===== config.mk =====
export PLATFORM = sky130hd
export DESIGN_NAME = dma_controller
export DESIGN_NICKNAME = d
export VERILOG_FILES = /design/src/rtl/dma_controller.sv
export SDC_FILE = /design/constraint.sdc
export NUM_CORES = 1
export LEC_CHECK = 0
export ABC_AREA = 1
export BUFFER_PORTS_ARGS = -buffer_cell sky130_fd_sc_hd__buf_2
export CORE_MARGIN = 2
export CORE_UTILIZATION = 40
export CTS_CLUSTER_SIZE = 30
export DETAILED_ROUTE_END_ITERATION = 8
export PLACE_DENSITY_LB_ADDON = 0.3
export SLEW_MARGIN = 20
export SYNTH_ARGS = -nofsm -noshare
export SYNTH_HDL_FRONTEND = slang
export SYNTH_SLANG_ARGS = --single-unit

===== constraint.sdc =====
create_clock -name clk -period 4.2 [get_ports clk]
set_clock_uncertainty 0.1 [all_clocks]
set_input_delay 0.21 -clock clk [delete_from_list [all_inputs] [get_ports clk]]
set_output_delay 0.21 -clock clk [all_outputs]
set_load 0.005 [all_outputs]

===== src/rtl/dma_controller.sv =====
// -----------------------------------------------------------------------------
// dma_controller
//
// Copies a block of device data into data memory one 64-bit line (4 x 16-bit
// words) at a time. It shares the memory port with the CPU/D-cache and only
// drives the port while the arbiter grants the bus.
//
// Bus handshake: br is the request and bg is the grant. A line write runs only
// while br=1 and bg=1. bg is sampled on every rising edge. If bg is seen low
// during a write, the partial line is abandoned, mem_write_m drops on that
// edge, and the same line is retried from the start once bg returns. Lines
// that already completed are never written again.
//
// Ports:
//   clk          system clock, rising edge
//   reset        synchronous, active-high
//   dma_start    command strobe, only honoured while idle
//   dma_addr     destination word address (bits [1:0] ignored)
//   dma_len      word count (bits [1:0] ignored, whole lines only)
//   bg           bus grant
//   dev_data     line supplied by the device for chunk dev_index
//   br           bus request
//   mem_write_m  memory write enable
//   mem_address  line base address of the current write
//   mem_data     write data, forced to 0 when not writing
//   dev_index    chunk index presented to the device
//   busy         high whenever not idle
//   dma_done     one-cycle completion pulse
//
// Optional feature macro: DMA_CYCLE_STEAL_EN. When defined, the bus is
// released for one cycle after every non-final line so that the CPU/D-cache
// can use it between lines.
//
// Debug visibility: the FSM state is held in state_q (type state_t).
// -----------------------------------------------------------------------------
module dma_controller #(
    parameter int ADDR_W      = 16,
    parameter int LEN_W       = 16,
    parameter int MEM_LATENCY = 4
) (
    input  logic              clk,
    input  logic              reset,
    input  logic              dma_start,
    input  logic [ADDR_W-1:0] dma_addr,
    input  logic [LEN_W-1:0]  dma_len,
    input  logic              bg,
    input  logic [63:0]       dev_data,
    output logic              br,
    output logic              mem_write_m,
    output logic [ADDR_W-1:0] mem_address,
    output logic [63:0]       mem_data,
    output logic [LEN_W-3:0]  dev_index,
    output logic              busy,
    output logic              dma_done
);

    localparam int CHUNK_W = LEN_W - 2;
    localparam int LAT_W   = (MEM_LATENCY > 1) ? $clog2(MEM_LATENCY) : 1;

    localparam logic [LAT_W-1:0]   LAT_LAST  = LAT_W'(MEM_LATENCY - 1);
    localparam logic [LAT_W-1:0]   LAT_ONE   = LAT_W'(1);
    localparam logic [CHUNK_W-1:0] CHUNK_ONE = CHUNK_W'(1);

    typedef enum logic [2:0] {
        S_IDLE,
        S_REQ,
        S_XFER,
        S_DONE
`ifdef DMA_CYCLE_STEAL_EN
        , S_RELEASE
`endif
    } state_t;

    state_t              state_q, state_d;
    logic [ADDR_W-1:0]   base_q, base_d;
    logic [CHUNK_W-1:0]  nchunks_q, nchunks_d;
    logic [CHUNK_W-1:0]  chunk_q, chunk_d;
    logic [LAT_W-1:0]    lat_q, lat_d;

    logic                br_q, br_d;
    logic                mem_write_q, mem_write_d;
    logic [ADDR_W-1:0]   mem_address_q, mem_address_d;
    logic [CHUNK_W-1:0]  dev_index_q, dev_index_d;
    logic                busy_q, busy_d;
    logic                dma_done_q, dma_done_d;

    // Low address/length bits select within a line and are deliberately unused.
    logic                unused_low_bits;
    assign unused_low_bits = ^{dma_addr[1:0], dma_len[1:0]};

    // Next-state and bookkeeping.
    always_comb begin
        state_d   = state_q;
        base_d    = base_q;
        nchunks_d = nchunks_q;
        chunk_d   = chunk_q;
        lat_d     = lat_q;

        case (state_q)
            S_IDLE: begin
                if (dma_start) begin
                    base_d    = {dma_addr[ADDR_W-1:2], 2'b00};
                    nchunks_d = dma_len[LEN_W-1:2];
                    chunk_d   = '0;
                    lat_d     = '0;
                    state_d   = (dma_len[LEN_W-1:2] == '0) ? S_DONE : S_REQ;
                end
            end

            S_REQ: begin
                if (bg) begin
                    state_d = S_XFER;
                    lat_d   = '0;
                end
            end

            S_XFER: begin
                if (!bg) begin
                    // Grant lost: drop the partial line and retry it whole.
                    state_d = S_REQ;
                    lat_d   = '0;
                end else if (lat_q == LAT_LAST) begin
                    chunk_d = chunk_q + CHUNK_ONE;
                    lat_d   = '0;
                    if (chunk_q == nchunks_q - CHUNK_ONE) begin
                        state_d = S_DONE;
                    end else begin
`ifdef DMA_CYCLE_STEAL_EN
                        state_d = S_RELEASE;
`else
                        state_d = S_XFER;
`endif
                    end
                end else begin
                    lat_d = lat_q + LAT_ONE;
                end
            end

`ifdef DMA_CYCLE_STEAL_EN
            S_RELEASE: begin
                state_d = S_REQ;
            end
`endif

            S_DONE: begin
                state_d = S_IDLE;
            end

            default: begin
                state_d = S_IDLE;
            end
        endcase
    end

    // Outputs are decoded from the next state so the registered copies line
    // up with the state they describe.
    always_comb begin
        br_d          = (state_d == S_REQ) || (state_d == S_XFER);
        mem_write_d   = (state_d == S_XFER);
        mem_address_d = '0;
        dev_index_d   = '0;
        if (state_d == S_XFER) begin
            // Line offset wraps modulo 2^ADDR_W with the address.
            mem_address_d = base_d + ADDR_W'({chunk_d, 2'b00});
            dev_index_d   = chunk_d;
        end
        busy_d     = (state_d != S_IDLE);
        dma_done_d = (state_d == S_DONE);
    end

    always_ff @(posedge clk) begin
        if (reset) begin
            state_q       <= S_IDLE;
            base_q        <= '0;
            nchunks_q     <= '0;
            chunk_q       <= '0;
            lat_q         <= '0;
            br_q          <= 1'b0;
            mem_write_q   <= 1'b0;
            mem_address_q <= '0;
            dev_index_q   <= '0;
            busy_q        <= 1'b0;
            dma_done_q    <= 1'b0;
        end else begin
            state_q       <= state_d;
            base_q        <= base_d;
            nchunks_q     <= nchunks_d;
            chunk_q       <= chunk_d;
            lat_q         <= lat_d;
            br_q          <= br_d;
            mem_write_q   <= mem_write_d;
            mem_address_q <= mem_address_d;
            dev_index_q   <= dev_index_d;
            busy_q        <= busy_d;
            dma_done_q    <= dma_done_d;
        end
    end

    assign br          = br_q;
    assign mem_write_m = mem_write_q;
    assign mem_address = mem_address_q;
    assign dev_index   = dev_index_q;
    assign busy        = busy_q;
    assign dma_done    = dma_done_q;

    // The device presents the line for dev_index combinationally, so the
    // data is passed straight through and gated by the registered enable.
    assign mem_data = mem_write_q ? dev_data : 64'd0;

endmodule


== Word level (Yosys, flattened, before mapping) ==
Index checks and enable logic that the tools add are counted.

* Add/subtract/negate cells: 4
* Eq/ne operators: 9
* Muxes and demuxes: 19
* Bitwise operators: 1
* Reduce and logical (&&, ||, !) cells: 8

{| class="wikitable"
|+ Operator list
! kind !! count
|-
| 64-bit 2-to-1 mux || 1
|-
| 14-bit 2-to-1 mux || 3
|-
| 16-bit 2-to-1 mux || 2
|-
| 14-bit case mux with 2 select lines || 1
|-
| 16-bit adder || 1
|-
| 14-bit by 1-bit adder with 14-bit output (second input constant) || 1
|-
| 14-bit equality test || 1
|-
| 14-bit logical NOT || 1
|-
| 14-bit by 1-bit subtractor with 14-bit output (second input constant) || 1
|-
| 3-bit 2-to-1 mux || 4
|-
| 2-bit 2-to-1 mux || 5
|-
| 3-bit by 2-bit equality test with 1-bit output (second input constant) || 3
|-
| 3-bit case mux with 3 select lines || 1
|-
| 3-bit by 1-bit equality test with 1-bit output (second input constant) || 2
|-
| 2-bit case mux with 3 select lines || 1
|-
| 3-bit nonzero test || 2
|-
| 2-bit inequality test (second input constant) || 2
|-
| 3-bit logical NOT || 1
|-
| 3-bit AND reduction || 1
|-
| 2-bit by 1-bit adder with 2-bit output (second input constant) || 1
|-
| 2-bit equality test (second input constant) || 1
|-
| 2-bit AND reduction || 1
|-
| 2-bit OR reduction || 1
|-
| 1-bit logical OR || 1
|-
| other kinds (2) || 2
|}

* Register bits after elaboration: 83
* Input port bits: 100
* Output and inout port bits: 98
* Logic and storage cells: 52

== Logic depth before layout (Yosys ltp) ==
* Depth in word-level cells: 9
* Depth in mapped cells: 25
* Mapped depth without buffers: 24

== Least setup slack after synthesis ==
OpenSTA, ideal clock, no wires.

* Path kind: register to register
* From: reg state_q[0]
* To: reg mem_address_q[12] (netlist: mem_address[12])
* Library setup time: 0.112 ns
* Arrival time: 2.923 ns
* Required time: 3.988 ns
* Path slack: 1.065 ns
* Cell stages (with the launch flop): 26
* Path buffers: 1
* Clock period less this slack: 3.135 ns
* Cell sequence: dfxtp_1 nor2_1 inv_1 nor2_1 nand2_1 inv_1 clkbuf_1 or2_2 inv_1 a21oi_1 ha_1 inv_1 fa_1 inv_1 nand2_1 nand2_1 nand2_1 nand2_1 nand2_1 nand2_1 a21oi_1 o21ai_0 a21o_1 nand2_1 nand2_1 nor2_2

* Elaborated cells between the ends (all ways): 14
* Classes of those cells: add/sub: 1; eq/ne: 3; mux: 7; bitwise: 1; reduce/logical: 2

{| class="wikitable"
|+ RTL lines
! item !! RTL line !! text
|-
| from (decl) || 74 || <nowiki>state_t state_q, state_d;</nowiki>
|-
| from (signal assigned) || 185 || <nowiki>state_q <= state_d;</nowiki>
|-
| 3-bit logical NOT || 99 || <nowiki>case (state_q)</nowiki>
|-
| 16-bit 2-to-1 mux || 99 ||
|-
| via base_d[2] || 75 || <nowiki>logic [ADDR_W-1:0] base_q, base_d;</nowiki>
|-
| 16-bit adder || 164 || <nowiki>mem_address_d = base_d + ADDR_W'({chunk_d, 2'b00});</nowiki>
|-
| to (signal assigned) || 192 || <nowiki>mem_address_q <= mem_address_d;</nowiki>
|-
| to (decl) || 82 || <nowiki>logic [ADDR_W-1:0] mem_address_q, mem_address_d;</nowiki>
|}

The timed path passes the listed nets, and every way through them passes these cells.
A chain may end at the register's enable or synchronous reset.

== Worst setup path in the final report ==
* From: reg state_q[0]
* To: reg mem_address_q[12] (netlist: mem_address[12])

* Elaborated cells between the ends (all ways): 14
* Classes of those cells: add/sub: 1; eq/ne: 3; mux: 7; bitwise: 1; reduce/logical: 2

{| class="wikitable"
|+ RTL lines
! item !! RTL line !! text
|-
| 3-bit by 2-bit equality test with 1-bit output / 3-bit logical NOT (equally long branches) || 99 ||
|-
| 14-bit case mux with 2 select lines * || 99 ||
|-
| via chunk_d[0] || 77 || <nowiki>logic [CHUNK_W-1:0] chunk_q, chunk_d;</nowiki>
|-
| 16-bit adder * || 164 ||
|}

Mark *: on every way through the listed nets, which the timed path passes. The rest lies on a longest branch.

==> reports/metrics.csv <==
stage,metric,value,unit
status,status,"complete, no violations",
sta,max frequency,282.7,MHz
sta,Tmin final,3537,ps
finish,Multi-input gate area,2454,um^2
clocking,Root Buffer,clkbuf_16,
sta,Setup Viol. Count Final,0,
route,DR vias,4954,
setup_path,Critical Path Start,state_q[0],
placed_design,Port-buffer cells,193,
power_and_ir_drop,Peak VDD IR,0.0002208,V
floorplan,initial core utilization,40.92,%
synthesis,Mean Syn Cell Area,6.457,um^2
global_route,first-pass GRT wire length,20.46,mm
finish,register area,1663,um^2
finish,Fill cells,1224,
global_route,vias in the first global route,4281,
clocking,CTS tree,built,
min_path,Hold Crit Start,dma_addr[11],
sta,worst hold slack,19.69,ps
route,initial DRC count,195,
synthesis,post-synth cell types,39,
synthesis,Async SR Flop Fraction,0,%
clocking,"Reg clk slew, reported paths",60,ps
setup_path,reg-to-reg startpoint,state_q[0],
floorplan,io pins,198,
job,max_cap viols,0,
route,drt drc,0,
route,ANT nets after route,0,
floorplan,die area,13140,um^2
sta,Setup TNS,0,ps
sta,relative slew slack,31.11,%
setup_path,"Arr. time, crit path",3660,ps
min_path,HP Class,primary input to register,
setup_path,Worst Setup End Kind,register,
clocking,post_cts resized,0,
clocking,Clock Path Buffers,2,
route,Pre-Repair DR Iteration Count,4,
sta,final hold vios,0,
power_and_ir_drop,"Power, Total",1.885,mW
route,post-DR wirelength/cell,11.97,um
synthesis,top-count cell post-synth,nand2_1,
placed_design,HPWL after detailed placement,10.11,mm
floorplan,core area,11960,um^2
setup_path,critical path launch point type,register,
sta,crit share post-route,84.22,%
synthesis,prevailing post-synth register cell,dfxtp_1,
synthesis,Gate Count Post-Synth,758,
clocking,Num CTS Buffers,9,
floorplan,chip height,114.6,um
clocking,CTS Hold Bufs,0,
power_and_ir_drop,Pwr Density,301.5,nW/um^2
synthesis,Commonest cells post-synth,"nand2_1, inv_1, dfxtp_1",
finish,Final nets,1059,
finish,Ant. Diodes,0,
synthesis,Post-synth EDFFs,0,
finish,Area growth syn-to-layout,27.76,%
synthesis,Area contributors post-synth,"dfxtp_1, nand2_1, inv_1",
clocking,CTS H-Tree Depth,3,
synthesis,Post-Syn Area,4895,um^2
synthesis,Synth top area share,33.95,%
clocking,Post-CTS Setup Bufs,0,
route,Via density,4.528,
synthesis,Yosys reg bits,83,
global_route,largest net degree at the start of global routing,66,
sta,RSZ-0062 raised after global routing,no,
setup_path,Crit Path Max Fanout,8,
clocking,clk_lat worst skew,340,ps
placed_design,final RePlAce weighted congestion,0.8960,
synthesis,post-synth top area cell,dfxtp_1,
synthesis,Syn Nets,875,
floorplan,Die X,114.6,um
setup_path,"Req. time, crit path",4320,ps
power_and_ir_drop,cell leakage power,3.837,nW
finish,layout cells sized above 1,27.35,%
global_route,antenna violations before repair,0,
synthesis,"Seq/Total Area, Yosys",33.95,%
sta,measured slew at the worst slew-check pin,1033,ps
route,Final Routed Wirelength,13.09,mm
sta,Slew Limit Fails,0,
global_route,global route total overflow,0,
floorplan,row count,40,
global_route,all-layer global routing usage,19.63,%
setup_path,crit path kind,register to register,
synthesis,Synth Warn #,0,
clocking,clk sinks,83,
[worst paths after layout]
path / end / slack [ps] / cells past startpoint
worst max-delay path: mem_address[12] / 660 / 23
worst min-delay path: base_q[11] / 20 / 3
worst max register to register: mem_address[12] / 660 / 23
worst min register to register: mem_address[0] / 370 / 2
[flip-flops by register name (all words and copies together) (netlist names)]
register,flops
base_q,16
dma_done,1
nchunks_q,14
mem_write_m,1
mem_address,16
lat_q,2
br,1
busy,1
chunk_q,14
state_q,3
dev_index,14
[routing by layer]
layer,wire length [um],global-route usage (%)
met1,6464,27.60
met2,5882,30.41
met3,621,4.023
met4,123,5.528
met5,0,0
[through the flow]
| stage | utilization [%] | area, um^2 | std cells | worst slack [ps] |
|---|---|---|---|---|
| final | 52.28 | 6254 | 1094 | 662.6 |
| after global routing | 52.28 | 6254 | 1094 | 234.3 |
| after CTS | 52.28 | 6254 | 1094 | 689.6 |
| after detailed placement | 49.83 | 5961 | 1078 | 689.1 |
| after global placement | 49.83 | 5961 | 1078 | 746.7 |
| after floorplan | - | 4895 | 758 | 1065 |
[logic make-up (layout without fill, tap and decap cells)]
| family | count (synthesis) | count (layout) | share of synthesized area [%] |
|---|---|---|---|
| DFF | 83 | 83 | 33.95 |
| and+or+nand+nor | 329 | 329 | 29.63 |
| buffers and inverters | 200 | 389 | 15.93 |
| adders and majority gates | 17 | 17 | 4.499 |
| AOI/OAI and AO/OA | 107 | 107 | 12.17 |
| xor gates and xnor gates | 21 | 21 | 3.758 |
| other | 1 | 1 | 0.07661 |
[worst max-delay path: stages (launching register included)]
cell and delay (ps):
dfxtp_1 330, nor2_1 180, inv_1 80, nor2_1 140, nand2_1 90, nand2_1 150, inv_1 150, o21ai_0 310
ha_1 230, inv_1 60, fa_1 400, inv_1 70, nand2_1 40, nand2_1 50, nand2_1 60, nand2_1 90
nand2_1 70, nand2_1 60, a21oi_1 90, o21ai_0 380, a21o_1 170, nand2_1 40, nand2_1 70, nor2_2 40
[cells in the final DEF (no fill, tap or decap), types with 8 or more instances in the layout]
cell / Yosys / routed
a211oi_1: 12 / 12
a21oi_1: 47 / 47
buf_2: 4 / 193
clkbuf_16: 0 / 9
dfxtp_1: 83 / 82
ha_1: 16 / 16
inv_1: 174 / 174
nand2_1: 175 / 175
nand3_1: 28 / 28
nand4_1: 8 / 8
nor2_1: 61 / 61
nor2_2: 22 / 22
o21ai_0: 33 / 33
or2_2: 16 / 16
xor2_1: 14 / 14
[power by group]
| group | internal, mW | total (mW) | switching [mW] |
|---|---|---|---|
| combinational | 0.115 | 0.272 | 0.157 |
| sequential | 0.809 | 0.825 | 0.0155 |
| clock | 0.464 | 0.789 | 0.325 |
[final cells by class]
| type | count | share of cell area [%] |
|---|---|---|
| clock buffer | 11 | 3.721 |
| clock inverter | 5 | 0.9604 |
| inverter | 175 | 10.50 |
| sequential | 83 | 26.59 |
| multi-input combinational | 475 | 39.24 |
| timing repair buffer | 198 | 16.05 |
| tap | 147 | 2.941 |
No activity file was read; power rests on OpenSTA's default activity.
